File: src/rtl/booth_control.sv
// Control FSM for a radix-2 Booth signed multiplier: sequences load, N add/sub-then-shift
// iterations, and a completion pulse. Issues strobes only; the datapath does the arithmetic.
module booth_control #(
    parameter int unsigned N  = 8,
    parameter int unsigned CW = $clog2(N + 1)
) (
    input  logic          CLK100MHZ,
    input  logic          reset,
    input  logic          start,
    input  logic          q0,
    input  logic          q_m1,
    output logic          load_en,
    output logic          add_en,
    output logic          sub_en,
    output logic          shift_en,
    output logic          busy,
    output logic          done,
    output logic          result_valid,
    output logic [CW-1:0] iter
);

    typedef enum logic [2:0] {
        IDLE,
        LOAD,
        OP,
        SHIFT,
        DONE
    } state_t;

    localparam logic [CW-1:0] ITER_LAST = CW'(N - 1);
    localparam logic [CW-1:0] ITER_FULL = CW'(N);

    state_t state, next_state;
    logic   start_d;
    logic   start_rise;

    assign start_rise = start & ~start_d;
    assign busy       = (state != IDLE);

    always_ff @(posedge CLK100MHZ or posedge reset) begin
        if (reset) begin
            state        <= IDLE;
            start_d      <= 1'b0;
            iter         <= '0;
            result_valid <= 1'b0;
        end else begin
            state   <= next_state;
            start_d <= start;
            case (state)
                LOAD: begin
                    iter         <= '0;
                    result_valid <= 1'b0;
                end
                SHIFT: begin
                    // Saturate so iter holds N through DONE/IDLE instead of wrapping
                    if (iter != ITER_FULL) iter <= iter + CW'(1);
                end
                DONE:    result_valid <= 1'b1;
                default: ;
            endcase
        end
    end

    always_comb begin
        next_state = state;
        load_en    = 1'b0;
        add_en     = 1'b0;
        sub_en     = 1'b0;
        shift_en   = 1'b0;
        done       = 1'b0;
        case (state)
            IDLE: if (start_rise) next_state = LOAD;
            LOAD: begin
                load_en    = 1'b1;
                next_state = OP;
            end
            OP: begin
                add_en     = ~q0 & q_m1;
                sub_en     = q0 & ~q_m1;
                next_state = SHIFT;
            end
            SHIFT: begin
                shift_en   = 1'b1;
                next_state = (iter == ITER_LAST) ? DONE : OP;
            end
            DONE: begin
                done       = 1'b1;
                next_state = IDLE;
            end
            default: next_state = IDLE;
        endcase
    end

endmodule
File: config.mk
export PLATFORM = sky130hd
export DESIGN_NAME = booth_control
export DESIGN_NICKNAME = d
export VERILOG_FILES = /design/src/rtl/booth_control.sv
export SDC_FILE = /design/constraint.sdc
export NUM_CORES = 1
export LEC_CHECK = 0
export CORE_MARGIN = 10
export CORE_UTILIZATION = 30
export CTS_CLUSTER_DIAMETER = 80
export DETAILED_ROUTE_END_ITERATION = 12
export GPL_TIMING_DRIVEN = 0
export HOLD_SLACK_MARGIN = 0.1
export PLACE_DENSITY = 0.53
export SYNTH_ARGS = -nofsm -noshare
export SYNTH_HDL_FRONTEND = slang
export SYNTH_SLANG_ARGS = --single-unit
export TNS_END_PERCENT = 1
File: constraint.sdc
create_clock -name CLK100MHZ -period 1.4 [get_ports CLK100MHZ]
set_input_delay 0.14 -clock CLK100MHZ [delete_from_list [all_inputs] [get_ports CLK100MHZ]]
set_output_delay 0.14 -clock CLK100MHZ [all_outputs]
set_load 0.02 [all_outputs]
## After elaboration in Yosys (flattened, before gate mapping)

Cells that the tools add are included.

- Register bits after elaboration: 9
- Input port bits: 5
- Output and inout port bits: 11
- Logic and storage cells: 35

- Add/sub/neg operators: 1
- Equal/unequal tests: 8
- Muxes and demuxes: 11
- Bitwise gates (word level): 6
- Reduce and logical (&&, ||, !) cells: 5

Operators by type and width:

| kind | number |
|---|---|
| $pmux W3 S4 | 1 |
| $pmux W4 S2 | 1 |
| $eq A3 B2 Y1 const B | 2 |
| $mux W3 | 2 |
| $mux W1 | 5 |
| $add A4 B1 Y4 const B | 1 |
| $eq A4 B3 Y1 const B | 1 |
| $mux W4 | 1 |
| $ne A2 B2 Y1 const B | 2 |
| $ne A4 B4 Y1 const B | 1 |
| $reduce_bool A2 Y1 | 2 |
| $and A1 B1 Y1 | 3 |
| $eq A3 B1 Y1 const B | 1 |
| $eq A3 B3 Y1 const B | 1 |
| $logic_not A3 Y1 | 1 |
| $not A1 Y1 | 3 |
| $reduce_bool A3 Y1 | 1 |
| $pmux W1 S2 | 1 |
| $reduce_and A2 Y1 | 1 |

## Longest topological paths before layout

Gate-level depths: netlist (run 1).

- Word-level depth: 4
- Gate-level depth with buffers: 5
- Gate-level depth less buffers: 5

## Worst setup path before layout (run 1)

Ideal clock, no wire load.

- Path kind: reg2reg
- Start: register iter[0]
- End: register iter[0]
- Library setup time: 0.125 ns
- Data arrival time: 1.356 ns
- Data required time: 1.275 ns
- Path slack: -0.081 ns
- Stages on the path, launching flop included: 6
- Path buffers: 0
- Clock period less this slack: 1.481 ns
- Cell sequence: dfrtp_1 -> inv_1 -> ha_1 -> and3b_1 -> a21o_1 -> mux2_4

- Longest elaborated chain between the ends: 3
- Elaborated cells on any way between the ends: 6
- Classes of those cells: add/sub (1); eq/ne (2); mux (2); reduce/logical (1)

RTL lines:

| what | line | source |
|---|---|---|
| start, declared | 19 | `output logic [CW-1:0] iter` |
| start signal, assigned | 56 | `if (iter != ITER_FULL) iter <= iter + CW'(1);` |
| $add A4 B1 Y4 or $ne A4 B4 Y1 (tied branches) | 56 |  |
| $mux W4 or $ne A2 B2 Y1 (tied branches) | - |  |
| $pmux W4 S2 or $reduce_and A2 Y1 (tied branches) | - |  |

Parallel ways exist; a longest one is shown, timed or not. The select of a mux whose other input is x is not followed.
A chain may end at the register's enable or synchronous reset.

## Final worst setup path (run 1)

- Start: register state[2]
- End: output port add_en

- Longest elaborated chain between the ends: 2

RTL lines:

| what | line | source |
|---|---|---|
| start, declared | 33 | `state_t state, next_state;` |
| start signal, assigned | 47 | `state <= next_state;` |
| $eq A3 B2 Y1 | 71 | `case (state)` |
| $mux W1 | 71 |  |
| end, declared | 13 | `output logic add_en,` |

Every way passes these cells.

==> flow_results.org, run 1 <==
** Run status
- The flow ran to the end, but the final reports show violations.
- The checks that failed: negative setup slack.

** Timing
- Setup violations remaining at the end of the flow were counted as 4.
- In the finished design, the share of the clock period the worst path needs comes to 110.9%.
- At the pin with the least slew margin, the transition time is 334.2 ps.
- Highest clock frequency the design can meet :: 643.9 MHz
- Setup repair after global routing could not meet its margin everywhere.
- Setup skew after layout :: 3.658 ps
- Setup slack on the critical path of the routed design comes to -153.0 ps.
- The number of slew-limit violations in the final report is 0.
- The routed design could run at a clock period as short as 1553 ps.
- The worst pin sits at a relative slew slack of 77.70%.
- Count of final hold-check violations :: 0

** Power
- Clock network power share :: 13.5%
- Design Power :: 1.448 mW
- VDD sags by at most 0.9119 mV.
- Relative contribution of combinational cells to total power :: 54.3%
- Internal power component :: 0.8547 mW
- Power density relative to cell area :: 1999 nW/um2
- For this design the total switching power over the nets is 0.5934 mW.
- Switching power as a share of total power :: 40.98%
- Summed over all cells, the static leakage comes to 0.3434 nW.
- Register share of total power :: 32.2%

** Route
- Post-DRT Antenna Nets :: 0
- Number of vias per cell :: 4.934
- Count of vias placed by the detailed router :: 449
- In the final routed layout, each cell accounts on average for 13.73 um.
- Detailed Route WL :: 1249 um
- In the routed design, unresolved DRC markers number 0.
- For this block, the initial DRC count from the detailed router was 0.
- For this run, the detailed router's first-pass iteration total came to 1.

** Critical path
- Standard cell with the maximum stage delay on the critical path :: dfrtp_2
- Nature of the critical path startpoint :: flop
- Of all nets on the critical path, the largest fanout is 5.
- Series of cell instances along the critical path :: or3_4 > nor3b_2 > buf_4
- STA classifies the critical path endpoint as an output port.
- Required time of the worst setup path :: 1260 ps
- CP peak stage delay :: 430 ps
- Crit path buf inv count :: 1
- Data on the critical path arrives at its endpoint at 1410 ps.
- For flop-to-flop paths, the worst setup slack is 40 ps.
- The kind of cell with the highest combined delay along the critical path is simple AND/OR/NAND/NOR gates.
- Kind of critical path :: reg -> out

** Placed design
- After legalization and detailed placement, the total HPWL measured 896.9 um.
- Number of buffers added on ports :: 15
- Gp weighted congestion :: 0.7245
- Cell area after placement :: 660.6 um2

** CTS
- Worst-path clk slew :: 60 ps
- Worst-Skew Late Latency :: 250 ps
- Clock root buffer :: clkbuf_4
- CTS hold repair buffers :: 0
- Clock tree from TritonCTS :: built
- Number of buffers created by CTS :: 3
- The clock passes through at most 2 buffers.
- The clock drives 9 sinks.
- Max H-tree Level :: 1

** Layout
- Summing all multi-input logic gate instances after layout gives 247.7 um2.
- Total number of nets in the final design :: 83
- Number of inserted diodes :: 0
- Filler Cell Count :: 156
- Most common cell after layout, fill and taps aside :: buf_4
- Final standard cell area without fillers :: 724.4 um2
- Relative to the synthesized area, the layout overhead comes to 48.46%.
- Summing all flip-flop and latch instances after layout gives 230.2 um2.
- Commonest cells after routing, fill and taps aside :: buf_4, clkdlybuf4s50_1, dfrtp_1
- The post-route netlist has 38.67% of its cells at a drive strength greater than 1.

** Job
- Max-Cap Viols :: 0

** Synthesis
- Post-synthesis register bit count :: 9
- In this run, synthesis inferred 0 flip-flops with an integrated enable.
- Post-synthesis instance area :: 488.0 um2
- Post-synthesis net count :: 58
- Sequential cells were found to cover 46.15% of the synthesized design area.
- Asr flop ratio synth :: 100.0%
- In the synthesized netlist, the number of instances is 51.
- Yosys printed 0 warnings.
- Number of different library cells in the post-synthesis netlist :: 23
- Mean instance size in the synthesized netlist :: 9.568 um2
- For this run, the leading register cell type out of synthesis is dfrtp_1.

** Global routing
- The number of antenna violations at the first check in global routing was 0.
- Overall routing resource usage :: 7.550%
- Vias in the first global route :: 472
- Global-route congestion overflow total :: 0
- First-pass GRT wire length :: 2042 um
- Entering global routing, the biggest net connects 11 pins.

** Die
- Pin placement for this block handled 16 I/O pins.
- Die Y-Extent :: 60.33 um
- The floorplan step defined a die boundary enclosing 3640 um2.
- The floorplan has 14 rows.
- Core footprint :: 1524 um2
- For this configuration, the core starts out at a cell density of 32.02%.
- Die X-Extent :: 60.33 um

** Hold path
- The path class of the tightest hold or removal check is in -> async.
-- synth_stat cells (2+ instances only) --
master   number  area share (%)
o21ai_0       3             3.1
inv_1         6             4.6
nand3_1       3             3.1
nor3_1        4             4.1
nor3b_2       2             5.1
nor2_1        3             2.3
dfrtp_1       9              46
nand2_1       4             3.1
a21oi_1       2             2.1
ha_1          2             5.1
-- worst register-to-register path, stage by stage, from the launching register on --
cell and delay (ps):
dfrtp_2 420, inv_2 40, ha_2 180, and3b_1 180, a21o_1 180, mux2_4 250
-- registers in the layout, summed over array words and instances (netlist names) --
signal	flops
start_d	1
state	3
result_valid	1
iter	4
-- routing by layer --
layer  vias up  track usage [%]  part of all wire (%)
met1       207            6.988                    37
met3         2            3.967                    12
met4         0            6.731                   2.2
met2        14            11.91                    49
li1        226                -                     -
met5         -                0                     0
-- power by group through the flow --
stage               Sequential, mW  Combinational, mW  Clock [mW]
floorplan                    0.520              0.399           0
global placement             0.482              0.718           0
detailed placement           0.479              0.728           0
CTS                          0.468              0.725       0.202
global route                 0.484              0.871       0.208
finish                       0.467              0.786       0.195
-- final timing paths --
check | startpoint | endpoint | depth (start not counted)
setup / recovery | state[2] | add_en | 3
hold / removal | reset | iter[2] | 2
setup reg to reg | iter[0] | iter[0] | 5
hold reg to reg | state[0] | result_valid | 1
max in group asynchronous | reset | state[2] | 2
min in group CLK100MHZ | start | start_d | 1
-- final cells by class --
class,instances,area share [%]
multi-input combinational,35,34.20
buffer,1,1.036
timing repair buffer,20,23.49
sequential,9,31.78
tap,16,2.763
inverter,6,3.109
clock buffer,4,3.627
-- logic make-up after synthesis --
group,after synthesis,synth area share [%]
compound gates,9,11.54
fa+ha+maj,2,5.127
buf+inv,7,5.640
flops,9,46.15
mux,1,3.076
simple gates,23,28.46
-- metrics by stage --
stage	setup slack (ps)	hold WS (ps)	TNS (ps)	instances	util (%)
after floorplan	12.95	-32.22	0	51	-
after global placement	-404.1	421.5	-1400	82	43.35
after detailed placement	-430.0	424.8	-1409	82	43.35
after CTS	-180.9	146.0	-356.0	89	44.91
after global routing	-214.3	179.6	-632.7	91	47.54
final	-153.0	137.5	-351.7	91	47.54
-- what timing repair did --
item,in CTS,in global routing
setup endpoints to repair,11,6
buffers inserted,3,2
resized for setup,33,8
pin swaps,2,2
No activity file was read; power rests on OpenSTA's default activity.
==> run 2, diff against run 1 <==
- CORE_UTILIZATION: 30 -> 24
- PLACE_DENSITY: 0.53 -> 0.44
==> run 2 against run 1 <==
  * The flow still finishes with violations (negative setup slack)
  * Fmax rose by 1.5%
  * Sequential power hardly changed
  * Utilization fell by 11 points
  * Flip-flop and latch count unchanged
  * Power shrank 4.4%
  * Via count down 2.2%
  * Critical path type unchanged
==> flow_results.org, run 2 (synthesis results as in run 1) <==
** Layout
- Commonest cells after routing, fill and taps aside :: inv_1, dfrtp_1
- From synthesis to final layout, the design area changed by 45.90%.
- Share of post-route cells with drive strength above 1 :: 32.88% (-5.8 points)
- In the final layout, the registers with the most flip-flops are iter x4, state x3.
- Number of inserted diodes :: 0 (unchanged)
- Total number of nets in the final design :: 81 (-2.4%)
- Post-Layout Cell Count :: 100 (+9.9%)
- Register with the most flip-flops :: iter
- Flip-flop count of the largest register, all copies and words added :: 4 (unchanged)

** Die
- Total Die Area :: 4237 um2 (+16%)
- Core Rows :: 16 (+2)
- The top-level I/O count is 16 (unchanged).
- Core footprint :: 1942 um2 (+27%)
- Die Y-Extent :: 65.09 um (+7.9%)
- The starting utilization of the core area is 25.13% (-6.9 points).
- The die outline width came to 65.09 um (+7.9%).

** Hold path
- Path class of the lowest-slack min-delay path :: in -> async

** Placed design
- Placed wire-length estimate after detailed placement :: 882.8 um (-1.6%)
- DP Cell Count :: 93 (+13%)
- Number of buffers added on ports :: 15 (unchanged)
- Gp weighted congestion :: 0.7639 (+5.4%)
- Post-placement setup slack :: -414.1 ps (+15.86 ps)

** CTS
- The number of clock sinks came to 9 (unchanged).
- The number of CTS-inserted buffers came to 3 (unchanged).
- Clock tree synthesis selected as its root buffer the cell clkbuf_4.
- Worst-Skew Late Latency :: 250 ps (about the same)
- The count of H-tree levels built during CTS was 1 (unchanged).
- The clock slew seen by the registers of the worst setup and hold paths is 60 ps (about the same).
- Longest Clk Path Bufs :: 2 (unchanged)
- Clock tree from TritonCTS :: built

** Timing
- Setup skew after layout :: 2.282 ps (-1.376 ps)
- Final TNS setup :: -355.4 ps (-3.698 ps)
- Final worst-path setup slack :: -130.6 ps (+22.45 ps)
- The worst slew slack as a fraction of its limit was 76.76% (-0.93 points).
- The number of slew-limit violations in the final report is 0 (unchanged).
- Clock period minus final worst setup slack :: 1531 ps (-22.45 ps)
- The hold slack is 144.5 ps (+6.989 ps).
- Setup-violating endpoint count in the final report :: 4 (unchanged)
- Worst-margin pin slew :: 348.2 ps (+13.99 ps)
- Setup repair after global routing could not meet its margin everywhere.
- The timing-limited maximum frequency came to 653.3 MHz (+1.5%).
- The final count of hold timing violations was 0 (unchanged).
- The final clock period utilization by the worst path came to 109.3% (-1.6 points).

** Route
- Number of vias per cell :: 4.390 (-11%)
- The number of nets with antenna violations after detailed routing came to 0 (unchanged).
- Final routed DRC violation total :: 0 (unchanged)
- Detailed Route WL :: 1227 um (-1.8%)
- The detailed-routing iteration count for the pre-antenna-repair pass came to 4 (+3).
- The starting DRC count in detailed routing was 12 (+12).
- The total via count after detailed routing is 439 (-2.2%).
- Post-DR wirelength/cell :: 12.27 um (-11%)

** Critical path
- Required time of the worst setup path :: 1260 ps (about the same)
- The worst setup path is launched from a flop.
- The maximum fanout count along the critical path is 6 (+1).
- STA classifies the critical path endpoint as an output port.
- Critical path data arrival time :: 1390 ps (-20 ps)
- Kind of critical path :: reg -> out

** Global routing
- The overall fraction of global-route tracks in use was 6.623% (-0.93 points).
- Maximum number of pins on one net before global-route repair :: 11 (unchanged)
- Number of antenna violations at the first check in global routing :: 0 (unchanged)
- The via count of the first global-routing pass is 504 (+6.8%).
- Global-route congestion overflow total :: 0 (unchanged)
- The first-pass GRT wire length was 2180 um (+6.8%).

** Power
- Leak :: 0.3272 nW (-4.7%)
- The power density over the cells came to 1945 nW/um2 (-2.7%).
- Peak supply drop :: 1.012 mV (+11%)
- The total power is 1.385 mW (-4.4%).

** Run status
- The final reports fail on negative setup slack.
- Result of the run :: finished, violations left

** Job
- The count of maximum capacitance violations was 0 (unchanged).
==> run 2: cell count changes in the layout (fill, tap and decap cells not counted), sizes merged <==
| cell | delta |
|---|---|
| clkdlybuf4s50 | -1 |
| clkdlybuf4s15 | +1 |
| buf | -3 |
| dlymetal6s2s | +1 |
==> run 2: layout make-up <==
type | count | area, um2
multi-input cells | 35 | 240.2
flip-flops and latches | 9 | 230.2
clock buffers | 4 | 26.28
repair buffers | 18 | 153.9
plain buffers | 1 | 5.005
inverters | 6 | 22.52
well taps | 27 | 33.78
fillers | 218 | 1230
==> run 2: power by group <==
part           leakage (nW)  internal [mW]  switching [mW]
clock network        0.0150          0.110          0.0874
logic                 0.216          0.351           0.371
registers            0.0958          0.350           0.116
==> run 2: worst max-delay path, stage by stage, from the launching register on <==
cell and delay, ps:
dfrtp_2 430, or3_4 390, nor3b_2 160, buf_4 160
==> run 2: through the flow <==
| stage | utilization, % | area (um2) |
|---|---|---|
| 3_5_place_dp | 34.73 | 674.4 |
| 2_1_floorplan | - | 490.5 |
| 6_report | 36.66 | 711.9 |
| 3_3_place_gp | 34.73 | 674.4 |
| 5_1_grt | 36.66 | 711.9 |
| 4_1_cts | 36.40 | 706.9 |
==> run 2: final timing paths <==
kind,from,end,slack (ps),depth (start not counted)
setup / recovery,state[2],sub_en,-130,3
hold / removal,reset,start_d,140,2
setup reg to reg,iter[0],iter[0],60,5
min in group CLK100MHZ,start,start_d,360,1
max in group asynchronous,reset,state[2],980,2
hold reg to reg,state[0],state[0],500,1
==> run 2: routing by layer <==
metal  share of wire [%]  GRT usage [%]
met2                  42          9.236
met3                  15          5.085
met1                  42          6.907
met5                   0              0
met4                 1.2          4.011
==> run 2: what timing repair did <==
action / 4_1_cts / 5_1_grt
setup buffers: 3 / 0
gates resized for setup: 31 / 5
endpoints found under the hold margin: 0 / 0
pin swaps: 3 / 1
setup endpoints to repair: 10 / 8
hold buffers: 0 / 0
==> run 3, diff against run 2 <==
- MAX_ROUTING_LAYER: not set -> met4
==> run 3 against run 2 <==
  * Critical endpoint unchanged
  * Clock power barely moved
  * Power barely moved
  * Non-clock buffer count did not move
  * Die area did not move
  * Cell count did not move
  * The flow still finishes with violations (negative setup slack)
  * Global-route usage rose by 0.19 points
==> flow_results.org, run 3 (synthesis results as in run 1) <==
** CTS
- Clock tree from TritonCTS :: built
- Number of buffers created by CTS :: 3 (unchanged)
- Longest Clk Path Bufs :: 2 (unchanged)
- Number of clock sinks :: 9 (unchanged)
- CTS hold repair buffers :: 0 (unchanged)
- Clock root buffer :: clkbuf_4
- Worst-Skew Late Latency :: 250 ps (about the same)
- The clock slew seen by the registers of the worst setup and hold paths is 60 ps (about the same).
- The count of H-tree levels built during CTS came to 1 (unchanged).

** Placed design
- Cell area after placement :: 674.4 um2 (unchanged)
- Gp weighted congestion :: 0.7739 (+1.3%)
- Placed wire-length estimate after detailed placement :: 882.8 um (unchanged)
- Number of buffers added on ports :: 15 (unchanged)
- Post-placement setup slack :: -414.1 ps (unchanged)

** Route
- The detailed-routing iteration count for the pre-antenna-repair pass is 4 (unchanged).
- Starting DRC count in detailed routing :: 13 (+1)
- The number of nets with antenna violations after detailed routing is 0 (unchanged).
- Post-DR wirelength/cell :: 12.31 um (+0.33%)
- The wire length reported by the detailed router was 1231 um (+0.33%).
- The via density per instance came to 4.380 (-0.23%).
- The total via count after detailed routing came to 438 (-0.23%).
- The DRC violation count after routing was 0 (unchanged).

** Layout
- The sequential cell area in the final layout is 230.2 um2 (unchanged).
- Share of post-route cells with drive strength above 1 :: 32.88% (unchanged)
- Commonest cells after routing, fill and taps aside :: inv_1, dfrtp_1
- The final net count is 81 (unchanged).
- The summed area of non-filler cells in the final layout is 711.9 um2 (unchanged).
- The final-layout fill cell count was 218 (unchanged).
- The largest registers in the layout are iter x4, state x3.
- Layout area overhead :: 45.90% (unchanged)
- The register with the most flip-flops in the final layout is iter.
- The number of inserted diodes is 0 (unchanged).
- The number of flip-flops in the largest register is 4 (unchanged).
- Area of the multi-input gates :: 240.2 um2 (unchanged)

** Timing
- Final max-slew violation count :: 0 (unchanged)
- Worst-margin pin slew :: 348.1 ps (-0.02372 ps)
- RSZ-0062 raised after global routing :: yes
- The final clock period utilization by the worst path is 109.5% (+0.17 points).
- The worst slew slack as a fraction of its limit is 76.76% (about the same).
- Highest clock frequency the design can meet :: 652.3 MHz (-0.16%)
- The accumulated negative setup slack was -360.3 ps (-4.964 ps).
- Clock period minus final worst setup slack :: 1533 ps (+2.409 ps)
- The final worst setup slack came to -133.0 ps (-2.409 ps).
- The hold slack is 145.1 ps (+0.6040 ps).
- The final number of setup-violating endpoints came to 4 (unchanged).
- The final count of hold timing violations came to 0 (unchanged).
- The post-route clock skew is 1.582 ps (-0.7001 ps).

** Global routing
- The overall fraction of global-route tracks in use came to 6.812% (+0.19 points).
- First-pass GRT wire length :: 2194 um (+0.64%)
- Vias in the first global route :: 505 (+0.20%)
- Global-route congestion overflow total :: 0 (unchanged)
- Maximum number of pins on one net before global-route repair :: 11 (unchanged)
- The number of antenna violations at the first check in global routing was 0 (unchanged).

** Critical path
- The length in cells of the worst reg-to-reg path came to 5 (unchanged).
- Critical Path End Type :: output port
- The setup slack on the worst flop-to-flop path is 60 ps (about the same).
- Nature of the critical path startpoint :: flop
- The maximum fanout count along the critical path was 6 (unchanged).
- Critical path data arrival time :: 1390 ps (about the same)
- The critical path required time is 1260 ps (about the same).
- Kind of critical path :: reg -> out

** Job
- The count of maximum capacitance violations came to 0 (unchanged).

** Run status
- Result of the run :: finished, violations left
- Violations in the final reports :: negative setup slack

** Power
- The highest ir drop seen on vdd came to 1.012 mV (about the same).
- Leak :: 0.3272 nW (unchanged)
- The power density over the cells is 1943 nW/um2 (about the same).
- Design Power :: 1.384 mW (about the same)

** Die
- The starting utilization of the core area came to 25.13% (unchanged).
- The top-level I/O count came to 16 (unchanged).
- The die outline width is 65.09 um (unchanged).
- Core Rows :: 16 (unchanged)
- Total Die Area :: 4237 um2 (unchanged)
- The placeable core area is 1942 um2 (unchanged).
- The height of the die is 65.09 um (unchanged).

** Hold path
- The tightest min-delay check is of the in -> async type.
[run 3: cell counts in the layout (fill, tap and decap cells not counted)]
Identical to the previous run, type by type.
[run 3: layout make-up]
type | instances | share of cell area (%)
clock buffer | 4 | 3.691
tap | 27 | 4.745
timing repair buffer | 18 | 21.62
multi-input combinational | 35 | 33.74
inverter | 6 | 3.163
buffer | 1 | 0.7030
sequential | 9 | 32.34
[run 3: worst paths after layout]
kind,startpoint,to
setup / recovery,state[2],sub_en
hold / removal,reset,start_d
setup reg to reg,iter[0],iter[0]
hold reg to reg,state[0],state[0]
max in group asynchronous,reset,state[2]
min in group CLK100MHZ,start,start_d
[run 3: metrics by stage]
| step | std cells | utilization [%] |
|---|---|---|
| 3_3_place_gp | 93 | 34.73 |
| 6_report | 100 | 36.66 |
| 2_1_floorplan | 51 | - |
| 4_1_cts | 100 | 36.40 |
| 3_5_place_dp | 93 | 34.73 |
| 5_1_grt | 100 | 36.66 |
[run 3: routing by layer]
layer  up-vias  GRT usage [%]  part of all wire [%]
met5         -              -                     0
met4         0          4.011                   1.2
met3         2          3.051                   9.3
met2        16          9.236                    42
met1       200          8.074                    48
li1        220              -                     -
[run 3: critical path, stage by stage (launching register included)]
cell     delay, ps
dfrtp_2        430
or3_4          390
nor3b_2        160
buf_4          160
[run 3: timing repair]
| action | CTS | global route |
|---|---|---|
| resized for setup | 31 | 5 |
| hold endpoints to repair | 0 | 0 |
| gates cloned | 0 | 0 |
| setup buffers | 3 | 0 |
| pin swaps | 3 | 1 |
| endpoints found under the setup margin | 10 | 8 |
[run 3: where the power goes]
part | total (mW) | internal [mW] | switching [mW] | leakage, nW
Sequential | 0.466 | 0.350 | 0.116 | 0.0958
Combinational | 0.721 | 0.351 | 0.369 | 0.216
Clock | 0.197 | 0.110 | 0.0870 | 0.0150
Total | 1.38 | 0.811 | 0.573 | 0.327
